## src/rtl/fft_frame_collector.sv

```systemverilog
// Ping-pong frame collector between the filter output and the FFT input.
// Optional build macro FFT_COLLECT_BITREV_EN replays each frame in bit-reversed address order.
module fft_frame_collector #(
  parameter int DATA_W = 32,
  parameter int LOG2N  = 4,
  parameter int DROP_W = 16
) (
  input  logic              clk,
  input  logic              rst,
  input  logic              in_valid,
  input  logic [DATA_W-1:0] in_data,
  output logic              out_valid,
  input  logic              out_ready,
  output logic [DATA_W-1:0] out_data,
  output logic [LOG2N-1:0]  out_index,
  output logic              out_last,
  output logic              frame_done,
  output logic              overflow,
  output logic [DROP_W-1:0] drop_count
);

  localparam int N = 1 << LOG2N;
  localparam logic [LOG2N-1:0] LAST_PTR = LOG2N'(N - 1);

  typedef enum logic {
    IDLE,
    READ
  } state_t;

  logic [DATA_W-1:0] mem_q [2][N];

  state_t            state_q, state_d;
  logic              wr_bank_q, wr_bank_d;
  logic [LOG2N-1:0]  wr_ptr_q, wr_ptr_d;
  logic              rd_bank_q, rd_bank_d;
  logic [LOG2N-1:0]  rd_ptr_q, rd_ptr_d;
  logic [1:0]        full_q, full_d;
  logic              frame_done_q, frame_done_d;
  logic              overflow_q, overflow_d;
  logic [DROP_W-1:0] drop_count_q, drop_count_d;

  logic              wr_en;
  logic              drop;
  logic              xfer;
  logic              last_xfer;
  logic [LOG2N-1:0]  addr;

`ifdef FFT_COLLECT_BITREV_EN
  always_comb begin
    addr = '0;
    for (int i = 0; i < LOG2N; i++) begin
      addr[i] = rd_ptr_q[LOG2N-1-i];
    end
  end
`else
  assign addr = rd_ptr_q;
`endif

  // Write side and read FSM share the full flags, so both live in one next-state process.
  always_comb begin
    state_d      = state_q;
    wr_bank_d    = wr_bank_q;
    wr_ptr_d     = wr_ptr_q;
    rd_bank_d    = rd_bank_q;
    rd_ptr_d     = rd_ptr_q;
    full_d       = full_q;
    overflow_d   = overflow_q;
    drop_count_d = drop_count_q;

    wr_en        = in_valid && !full_q[wr_bank_q];
    drop         = in_valid && full_q[wr_bank_q];
    xfer         = (state_q == READ) && out_ready;
    last_xfer    = xfer && (rd_ptr_q == LAST_PTR);
    frame_done_d = last_xfer;

    if (wr_en) begin
      if (wr_ptr_q == LAST_PTR) begin
        full_d[wr_bank_q] = 1'b1;
        wr_ptr_d          = '0;
        wr_bank_d         = ~wr_bank_q;
      end else begin
        wr_ptr_d = wr_ptr_q + 1'b1;
      end
    end

    if (drop) begin
      overflow_d = 1'b1;
      if (drop_count_q != {DROP_W{1'b1}}) begin
        drop_count_d = drop_count_q + 1'b1;
      end
    end

    case (state_q)
      IDLE: begin
        if (full_q[rd_bank_q]) begin
          state_d = READ;
        end
      end
      READ: begin
        if (last_xfer) begin
          full_d[rd_bank_q] = 1'b0;
          rd_bank_d         = ~rd_bank_q;
          rd_ptr_d          = '0;
          state_d           = IDLE;
        end else if (xfer) begin
          rd_ptr_d = rd_ptr_q + 1'b1;
        end
      end
      default: state_d = IDLE;
    endcase
  end

  always_ff @(posedge clk) begin
    if (rst) begin
      state_q      <= IDLE;
      wr_bank_q    <= 1'b0;
      wr_ptr_q     <= '0;
      rd_bank_q    <= 1'b0;
      rd_ptr_q     <= '0;
      full_q       <= '0;
      frame_done_q <= 1'b0;
      overflow_q   <= 1'b0;
      drop_count_q <= '0;
    end else begin
      state_q      <= state_d;
      wr_bank_q    <= wr_bank_d;
      wr_ptr_q     <= wr_ptr_d;
      rd_bank_q    <= rd_bank_d;
      rd_ptr_q     <= rd_ptr_d;
      full_q       <= full_d;
      frame_done_q <= frame_done_d;
      overflow_q   <= overflow_d;
      drop_count_q <= drop_count_d;
    end
  end

  // Frame RAM is deliberately left uncleared by reset.
  always_ff @(posedge clk) begin
    if (wr_en) begin
      mem_q[wr_bank_q][wr_ptr_q] <= in_data;
    end
  end

  assign out_valid  = (state_q == READ);
  assign out_data   = mem_q[rd_bank_q][addr];
  assign out_index  = addr;
  assign out_last   = (state_q == READ) && (rd_ptr_q == LAST_PTR);
  assign frame_done = frame_done_q;
  assign overflow   = overflow_q;
  assign drop_count = drop_count_q;

endmodule

```

## config.mk

```make
export PLATFORM = sky130hd
export DESIGN_NAME = fft_frame_collector
export DESIGN_NICKNAME = d
export VERILOG_FILES = /design/src/rtl/fft_frame_collector.sv
export SDC_FILE = /design/constraint.sdc
export NUM_CORES = 1
export LEC_CHECK = 0
export CAP_MARGIN = 25
export CORE_AREA = 2 2 256 258
export CTS_BUF_LIST = sky130_fd_sc_hd__clkbuf_4
export DETAILED_ROUTE_END_ITERATION = 12
export DIE_AREA = 0 0 258 260
export PLACE_DENSITY = 0.86
export SKIP_LAST_GASP = 1
export SLEW_MARGIN = 10
export SYNTH_ARGS = -nofsm -noshare
export SYNTH_HDL_FRONTEND = slang
export SYNTH_SLANG_ARGS = --single-unit
```

## constraint.sdc

```tcl
create_clock -name clk -period 9.1 [get_ports clk]
set_input_delay 1.82 -clock clk [delete_from_list [all_inputs] [get_ports clk]]
set_output_delay 1.82 -clock clk [all_outputs]
set_load 0.02 [all_outputs]
```

# Word level (Yosys, flattened, before mapping)
# Memories as Yosys holds them, arrays and structs flattened. A register that Yosys moved wholly into a read port is not among the register bits.
# Index checks and enable logic that the tools add are counted.
classes:
  bitwise: 8
  reduce_logical: 14
  add_sub_neg: 3
  muxes: 27
  order_cmp: 7
  n_eq_ne: 3
ops:
  columns: ["cell", "n"]
  rows:
  - ["$mux W512", 1]
  - ["$bmux W32 S4", 1]
  - ["$demux W32 S4", 1]
  - ["$mux W32", 3]
  - ["$add A16 B1 Y16 const B", 1]
  - ["$ne A16 B16 Y1 const B", 1]
  - ["$mux W4", 3]
  - ["$mux W1", 11]
  - ["$ge A5 B5 Y1 const B", 2]
  - ["$not A4 Y5", 2]
  - ["$add A4 B1 Y4 const B", 2]
  - ["$eq A4 B4 Y1 const B", 2]
  - ["$logic_and A1 B1 Y1", 8]
  - ["$mux W2", 4]
  - ["$reduce_and A2 Y1", 4]
  - ["$lt A5 B1 Y1 const B", 1]
  - ["$lt A1 B2 Y1 const B", 2]
  - ["$not A1 Y1", 3]
  - ["$and A2 B2 Y2", 1]
  - ["$demux W1 S1", 2]
  - ["$ge A1 B1 Y1 const B", 2]
  - ["$not A2 Y2", 1]
  - ["$or A2 B2 Y2", 1]
  - ["$pmux W1 S2", 1]
  - ["2 further kinds", 2]
totals:
  register_bits: 31
  out_inout_bits: 56
  elab_cells: 72
  memories: 1
  inputBits: 36
  mem_bits_rw: 1024
mem_list:
  columns: ["memory", "words", "word_bits", "read_ports", "rd_ports_with_merged_regs", "write_ports", "line_no", "rtl"]
  rows:
  - ["mem_q", 2, 512, 1, 1, 1, "30", "logic [DATA_W-1:0] mem_q [2][N];"]

# Depth between registers and ports, before layout
# Gate-level depths: netlist of the first run.
depth:
  depth_word: 10
  mapped_depth: 8
  ltp_nobuf: 6

# Worst setup path before layout of the first run
# No wires, ideal clock.
synth_path:
  kind: "input to register"
  from: "input port in_valid"
  to: "memory mem_q[0][64] (netlist bit), enable pin"
  required_ns: 8.639
  t_arrival_ns: 4.486
  n_path_buf: 0
  setup_ns: 0.461
  path_stages: 4
  path_slack_ns: 4.153
  path_cell_list: "inv_1 > nor2_4 > nand2_1 > nor3_1"
synth_via:
  elab_chain_cells: 3
synth_lines:
  columns: ["item", "line_no", "rtl"]
  rows:
  - ["start: declaration", "10", "input logic in_valid,"]
  - ["$logic_and A1 B1 Y1", "70", "wr_en = in_valid && !full_q[wr_bank_q];"]
  - ["$mux W1", "139", "if (wr_en) begin"]
  - ["$mux W512 (not written as such)", "140", "mem_q[wr_bank_q][wr_ptr_q] <= in_data;"]
  - ["end: declaration", "30", null]
# No other way between the ends.

# Worst setup path in the final report of the first run
layout_path:
  from: "register rd_ptr_q[0] (netlist: out_index[0])"
  to: "output port out_data[17]"
layout_via:
  elab_chain_cells: 4
layout_lines:
  columns: ["item", "line_no", "rtl"]
  rows:
  - ["start: declaration", "36", "logic [LOG2N-1:0] rd_ptr_q, rd_ptr_d;"]
  - ["start signal: assignment", "129", "rd_ptr_q <= rd_ptr_d;"]
  - ["$not A4 Y5 (not written as such)", "145", "assign out_data = mem_q[rd_bank_q][addr];"]
  - ["$bmux W32 S4", "145", null]
  - ["$mux W32 (not written as such) (2 in a row)", "145", null]
  - ["end: declaration", "14", "output logic [DATA_W-1:0] out_data,"]
# No other way between the ends. The select of a mux whose other input is x is not followed.

==> results of run 1 <==
-- through the flow --
step	total power, W	hold slack, ps	cell area (sq um)	utilization (%)
3_3_place_gp	0.005668	472.9	43200	67.38
6_report	0.009185	519.8	46530	72.58
2_1_floorplan	0.005537	455.0	41290	-
3_5_place_dp	0.005682	492.5	43240	67.44
5_1_grt	0.009465	548.6	46530	72.58
4_1_cts	0.009203	504.7	46240	72.12
-- per-layer routing --
metal / part of all wire (%) / up-vias / track usage (%) / wire length [um]
met5: 0.013 / - / 0 / 13
met4: 4.0 / 2 / 14.05 / 4010
met3: 13 / 299 / 7.817 / 13300
met2: 48 / 1841 / 48.13 / 48670
met1: 35 / 11690 / 39.72 / 35210
li1: - / 10180 / - / -
-- worst reg2reg max path, delay by kind of cell (launching register included) --
family / cells / cell delay, ps
simple gates: 3 / 1270
buf+inv: 2 / 940
flops: 1 / 630
mux: 1 / 400
-- logic make-up (layout without fill, tap and decap cells) --
kind of cell             Yosys count  after routing
flip-flops                      1056           1056
adder cells (fa/ha/maj)            6              6
AO/OA/AOI/OAI                    302            302
multiplexers                     514            514
other                              0              7
XOR/XNOR                          20             20
buffers and inverters            141            596
AND/OR/NAND/NOR                  360            360
-- path summary, 6_finish.rpt --
kind | end | cells past startpoint | start
max | out_data[17] | 7 | out_index[0]
min | full_q[0] | 1 | full_q[0]
max reg2reg | mem_q[0][12] | 6 | wr_bank_q
min reg2reg | full_q[0] | 1 | full_q[0]
-- placed cells by master, fill, tap and decap left out, types with 60 or more instances in the layout --
master           netlist  final
clkbuf_4               0    352
a22oi_1               96     96
nand3_1              102    102
clkinv_1               0     60
nand2_1              117    116
edfxtp_1            1024   1024
mux2i_1              513    513
a22o_1                64     64
clkdlybuf4s50_1        0     91
a21oi_1              103    103
-- cell type report --
cell class / instances / area (sq um) / area share (%)
Sequential cell: 1056 / 31390 / 67.47
Multi-Input combinational cell: 1202 / 9371 / 20.14
Clock buffer: 352 / 2643 / 5.679
Timing Repair Buffer: 163 / 1665 / 3.579
Tap cell: 855 / 1070 / 2.299
Clock inverter: 77 / 356.6 / 0.7663
Antenna cell: 7 / 17.52 / 0.03764
Inverter: 4 / 15.01 / 0.03227
-- cells in the mapped netlist, types with 36 or more instances --
cell type  instances
nand2_1          117
edfxtp_1        1024
buf_2             47
a21oi_1          103
nor3_1            47
a22oi_1           96
buf_4             36
nor2_1            60
a22o_1            64
clkbuf_1          39
nand3_1          102
mux2i_1          513
-- power by group through the flow --
stage	clock (W)	combinational, W	sequential, W
after CTS	0.00363	0.000209	0.00537
after floorplan	0	0.0000684	0.00547
final	0.00359	0.000226	0.00536
after detailed placement	0	0.000208	0.00547
after global placement	0	0.000197	0.00547
after global routing	0.00386	0.000237	0.00536
-- flip-flops by register name, indices dropped and copies added (netlist names), named ones only --
name / cells
wr_bank_q: 1
wr_ptr_q: 4
full_q: 2
drop_count: 16
overflow: 1
out_index: 4
out_valid: 1
rd_bank_q: 1
frame_done: 1
mem_q: 1024
==> results by group, run 1 <==
Worst setup path
  • CP Capture Type: output port
  • R2r setup slk: 5470 ps
  • Slowest stage delay, CP: 930 ps
  • WS Path Type: reg2out
  • Worst-path cell chain: and2_4, buf_4, a22o_1, nor3_1, a31oi_1, nand3_1, clkdlybuf4s50_1
  • Critical path launch point type: register
  • Worst Path Arrival: 4690 ps
  • CP bufs+invs: 2
  • CP max FO: 65
  • CP top delay family: buffers and inverters
  • Worst EP required: 7280 ps
  • CP max-delay cell: and2_4

Synth
  • Seq/Total Area, Yosys: 76.02%
  • Synth Area in Simple Gates: 4.045%
  • EDFF count, synth: 1024
  • XOR/XNOR Fraction of Synth Area: 0.4242%
  • Compound-Gate Fraction of Synth Area: 4.948%
  • Most area-consuming cells after synthesis: edfxtp_1 74%, mux2i_1 12%, a22oi_1 1.7%
  • Library cells used by synthesis: 42
  • Mux share of post-synthesis cell area: 12.47%
  • Ys flop type: edfxtp_1
  • #FFs+latches synth: 1056
  • Share of the synthesized area in the top cell type: 74.46%
  • Synth area leader: edfxtp_1
  • Ys async rst share: 0%
  • Largest family of logic cells by synthesized area: multiplexers
  • Yosys warnings: 0
  • Synth Area per Inst: 17.21 sq um
  • Syn_nets: 2441
  • Post-synthesis adder-cell area fraction: 0.1818%
  • Mapped cell area: 41290 sq um
  • Synthesized instance count: 2399

Timing
  • Pins Over Slew Limit: 0
  • Max transition margin: 26.81%
  • RSZ-0062 raised after global routing: false
  • Fin. Hold Viols: 0
  • Clock Skews: 46.15 ps
  • Tmin final: 6513 ps
  • Worst slew pin tran: 1098 ps
  • Final setup violation count: 0
  • Final setup TNS: 0 ps
  • Worst setup margin: 2587 ps
  • Post-route clock period utilization: 71.58%
  • Fmax: 153.5 MHz

Floorplan
  • Starting Density: 64.41%
  • Die X: 258 um
  • IO Pins: 92
  • Core area: 64120 sq um
  • Die Area: 67080 sq um
  • Die Height: 260 um
  • Site Rows: 93

Pwr
  • Sw frac: 21.08%
  • Reg power frac: 58.4%
  • Psw: 0.001936 W
  • Clock power frac: 39.1%
  • Maximum VDD drop: 0.0001105 V
  • Leakage: 14.20 nW
  • Combinational power share: 2.5%
  • Power Density: 197.4 nW/um^2
  • Cell-internal power: 0.007249 W

Run status
  • Run status: finished clean

Cells and area
  • Non-Filler Instances: 3716
  • Layout Nets: 2709
  • Fillcell total: 3516
  • Ratio of cells with drive above 1 in the final layout: 17.13%
  • Area delta synth->final: 12.68%

Global route
  • Initial antenna violation count: 4
  • Vias in the first global route: 24420
  • Largest net degree at the start of global routing: 139
  • Total grt overflow: 0
  • GRT Total Usage: 30.29%
  • First-pass GRT wire length: 147800 um

CTS
  • Num Clock Sinks: 1056
  • Clock Path Buffers: 3
  • Setup Buffers After CTS: 0
  • Hold-fix buffers, CTS: 0
  • Root Driver: clkbuf_4
  • Clock-pin slew on the worst setup and hold paths: 70 ps
  • TritonCTS buffer count: 240
  • Clk Latency, worst-skew pair: 1070 ps
  • H-tree depth: 4
  • CTS resizes: 0
  • TritonCTS clock tree: yes

Detailed routing
  • Total Routed Length: 101200 um
  • Iter 0 DRT Violations: 3377
  • DR DRC count: 0
  • Post-detailed-route via-to-cell ratio: 6.461
  • Via count: 24010
  • WL/cell: 27.24 um
  • Drt first pass iters: 6
  • ANT nets after route: 0

Placement
  • Pre-CTS setup slack: 3755 ps
  • Placed insts: 3261
  • Port Buffers: 91
  • Post-DP HPWL: 52630 um
  • Gp weighted congestion: 0.8217

Min path
  • HP Class: reg2reg

Run
  • Maxcap violations: 0
(Power assumes the default switching activity.)
==> run 2: changes to the inputs <==
- CORE_AREA: 2 2 256 258 -> 2 2 258 260
- DIE_AREA: 0 0 258 260 -> 0 0 260 262
- PLACE_DENSITY: 0.86 -> 0.85
- clock period: 9.1 -> 6.5 ns (I/O delays scaled with it)
==> run 2 against run 1 <==
  * Worst hold slack lost 26 ps
  * Setup slack got worse by 1900 ps
  * Non-clock buffer count grew 28
  * Clock power increased by 45%
  * Critical path depth unchanged
  * Die area rose by 1.6%
  * Register-to-register slack got worse by 2400 ps
  * Final cell count grew 1.0%
  * Total power up 42%
  * Largest cell class unchanged
  * Wire length increased by 5.0%
==> results by group, run 2 (synthesis gave the netlist of run 1 again) <==
Worst setup path
  • Slowest stage delay, CP: 910 ps (-20 ps)
  • WS Path Type: reg2out
  • CP max-delay cell: dfxtp_4
  • Critical path launch point type: register
  • CP bufs+invs: 2 (unchanged)
  • Worst-path cell chain: buf_12, mux2i_1, a22o_1, nor3_1, a31oi_1, nand3_1, clkdlybuf4s50_1
  • Worst reg2reg endpoint: mem_q[0][294]
  • Worst Path Arrival: 4510 ps (-180 ps)
  • Worst EP required: 5200 ps (-2080 ps)
  • CP max FO: 91 (+40%)
  • R2r setup slk: 3060 ps (-2410 ps)
  • Worst-case reg-to-reg path depth: 5 (-1)
  • CP Capture Type: output port
  • CP top delay family: buffers and inverters
  • R2r startpoint: wr_bank_q

Timing
  • Final setup violation count: 0 (unchanged)
  • Pins Over Slew Limit: 0 (unchanged)
  • Worst setup margin: 690.0 ps (-1897 ps)
  • Post-route clock period utilization: 89.38%
  • Fmax: 172.1 MHz
  • Final setup TNS: 0 ps (unchanged)
  • Max transition margin: 24.52% (-2.3 points)
  • Fin. Hold Viols: 0 (unchanged)
  • Tmin final: 5810 ps
  • Worst slew pin tran: 1129 ps (+31.67 ps)
  • Clock Skews: 64.87 ps (+18.72 ps)
  • RSZ-0062 raised after global routing: false

Cells and area
  • Most common cell after layout, fill and taps aside: edfxtp_1
  • Area delta synth->final: 13.85%
  • Layout Nets: 2738 (+1.1%)
  • Multi-input logic area: 9371 sq um (unchanged)
  • End-of-flow core utilization: 72.02% (-0.55 points)
  • Max reg flops: 1024 (unchanged)
  • Ratio of cells with drive above 1 in the final layout: 18.15% (+1.0 points)
  • Layout Cell Area excl Fill: 47010 sq um (+1.0%)
  • Fillcell total: 3659 (+4.1%)
  • Most flop-heavy register: mem_q
  • Total area of sequential cells: 31390 sq um (unchanged)
  • Most frequent cells in the layout: 1024 x edfxtp_1, 513 x mux2i_1, 360 x clkbuf_4

Pwr
  • Maximum VDD drop: 0.0002399 V (+120%)
  • Power Density: 277.2 nW/um^2 (+40%)
  • Leakage: 14.41 nW (+1.5%)

CTS
  • Clock-pin slew on the worst setup and hold paths: 90 ps (+20 ps)
  • Num Clock Sinks: 1056 (unchanged)
  • CTS resizes: 0 (unchanged)
  • TritonCTS clock tree: yes
  • H-tree depth: 4 (unchanged)
  • TritonCTS buffer count: 241 (+0.42%)
  • Hold-fix buffers, CTS: 0 (unchanged)
  • Clock Path Buffers: 3 (unchanged)
  • Clk Latency, worst-skew pair: 1120 ps (+50 ps)
  • Setup Buffers After CTS: 0 (unchanged)
  • Root Driver: clkbuf_4

Global route
  • Total grt overflow: 0 (unchanged)
  • Largest net degree at the start of global routing: 92 (-34%)
  • Initial antenna violation count: 4 (unchanged)
  • First-pass GRT wire length: 152800 um (+3.3%)
  • GRT Total Usage: 31.10% (+0.81 points)
  • Vias in the first global route: 24800 (+1.5%)

Detailed routing
  • DR DRC count: 0 (unchanged)
  • Iter 0 DRT Violations: 3306 (-2.1%)
  • Total Routed Length: 106200 um (+5.0%)
  • Via count: 24470 (+1.9%)
  • WL/cell: 28.30 um (+3.9%)
  • Drt first pass iters: 6 (unchanged)
  • Post-detailed-route via-to-cell ratio: 6.517 (+0.87%)
  • ANT nets after route: 0 (unchanged)

Floorplan
  • Core area: 65280 sq um (+1.8%)
  • IO Pins: 92 (unchanged)
  • Site Rows: 94 (+1.1%)
  • Die X: 260 um (+0.78%)
  • Die Area: 68120 sq um (+1.6%)
  • Die Height: 262 um (+0.77%)
  • Starting Density: 63.26% (-1.1 points)

Min path
  • Min-delay src: overflow
  • HP Class: reg2reg
  • Min-Delay Endpoint: overflow
  • Hold Crit Depth: 2 (+1)

Placement
  • Pre-CTS setup slack: 1983 ps (-1772 ps)
  • Post-DP HPWL: 56510 um (+7.4%)
  • Gp weighted congestion: 0.8526 (+3.8%)
  • Port Buffers: 91 (unchanged)
  • Dpl cell area: 43570 sq um (+0.75%)

Run status
  • Run status: finished clean

Run
  • Maxcap violations: 0 (unchanged)
## run 2: layout make-up
type,count,share of cell area (%)
diodes,9,0.04790
clock buffers,360,5.749
clock inverters,68,0.7452
inverters,4,0.03194
multi-input cells,1202,19.93
flip-flops and latches,1056,66.78
well taps,864,2.299
repair buffers,191,4.418
## run 2: metrics by stage
step	total power (W)	hold WS [ps]	cells
floorplan	0.007753	455.0	2399
global route	0.01340	525.6	3751
finish	0.01303	493.5	3754
CTS	0.01301	493.9	3721
global placement	0.007946	468.1	3282
detailed placement	0.007968	467.5	3293
## run 2: worst max-delay path by stage
stage                         endpoint  cells after the start  slack (ps)  startpoint
after floorplan           mem_q[0][64]                      4        2070    in_valid
after global placement    mem_q[0][38]                      6        2020    in_valid
after detailed placement   out_data[3]                      7        1980    register
after CTS                  out_data[3]                      7         710    register
after global routing       out_data[3]                      7         540    register
final                      out_data[3]                      7         690    register
## run 2: layer usage
| layer | global-route usage [%] | share of wire [%] |
|---|---|---|
| met5 | 0 | 0.011 |
| met4 | 13.75 | 4.1 |
| met3 | 8.854 | 13 |
| met2 | 49.72 | 48 |
| met1 | 40.23 | 35 |
## run 2: worst min-delay path, stage by stage (launching register included)
cell and delay [ps]:
dfxtp_1 340, a21oi_1 50, nor2_1 70
## run 2: power breakdown
part | switching, W | internal, W
sequential | 0.0000115 | 0.00750
clock | 0.00256 | 0.00263
combinational | 0.000231 | 0.000105
total | 0.00280 | 0.0102
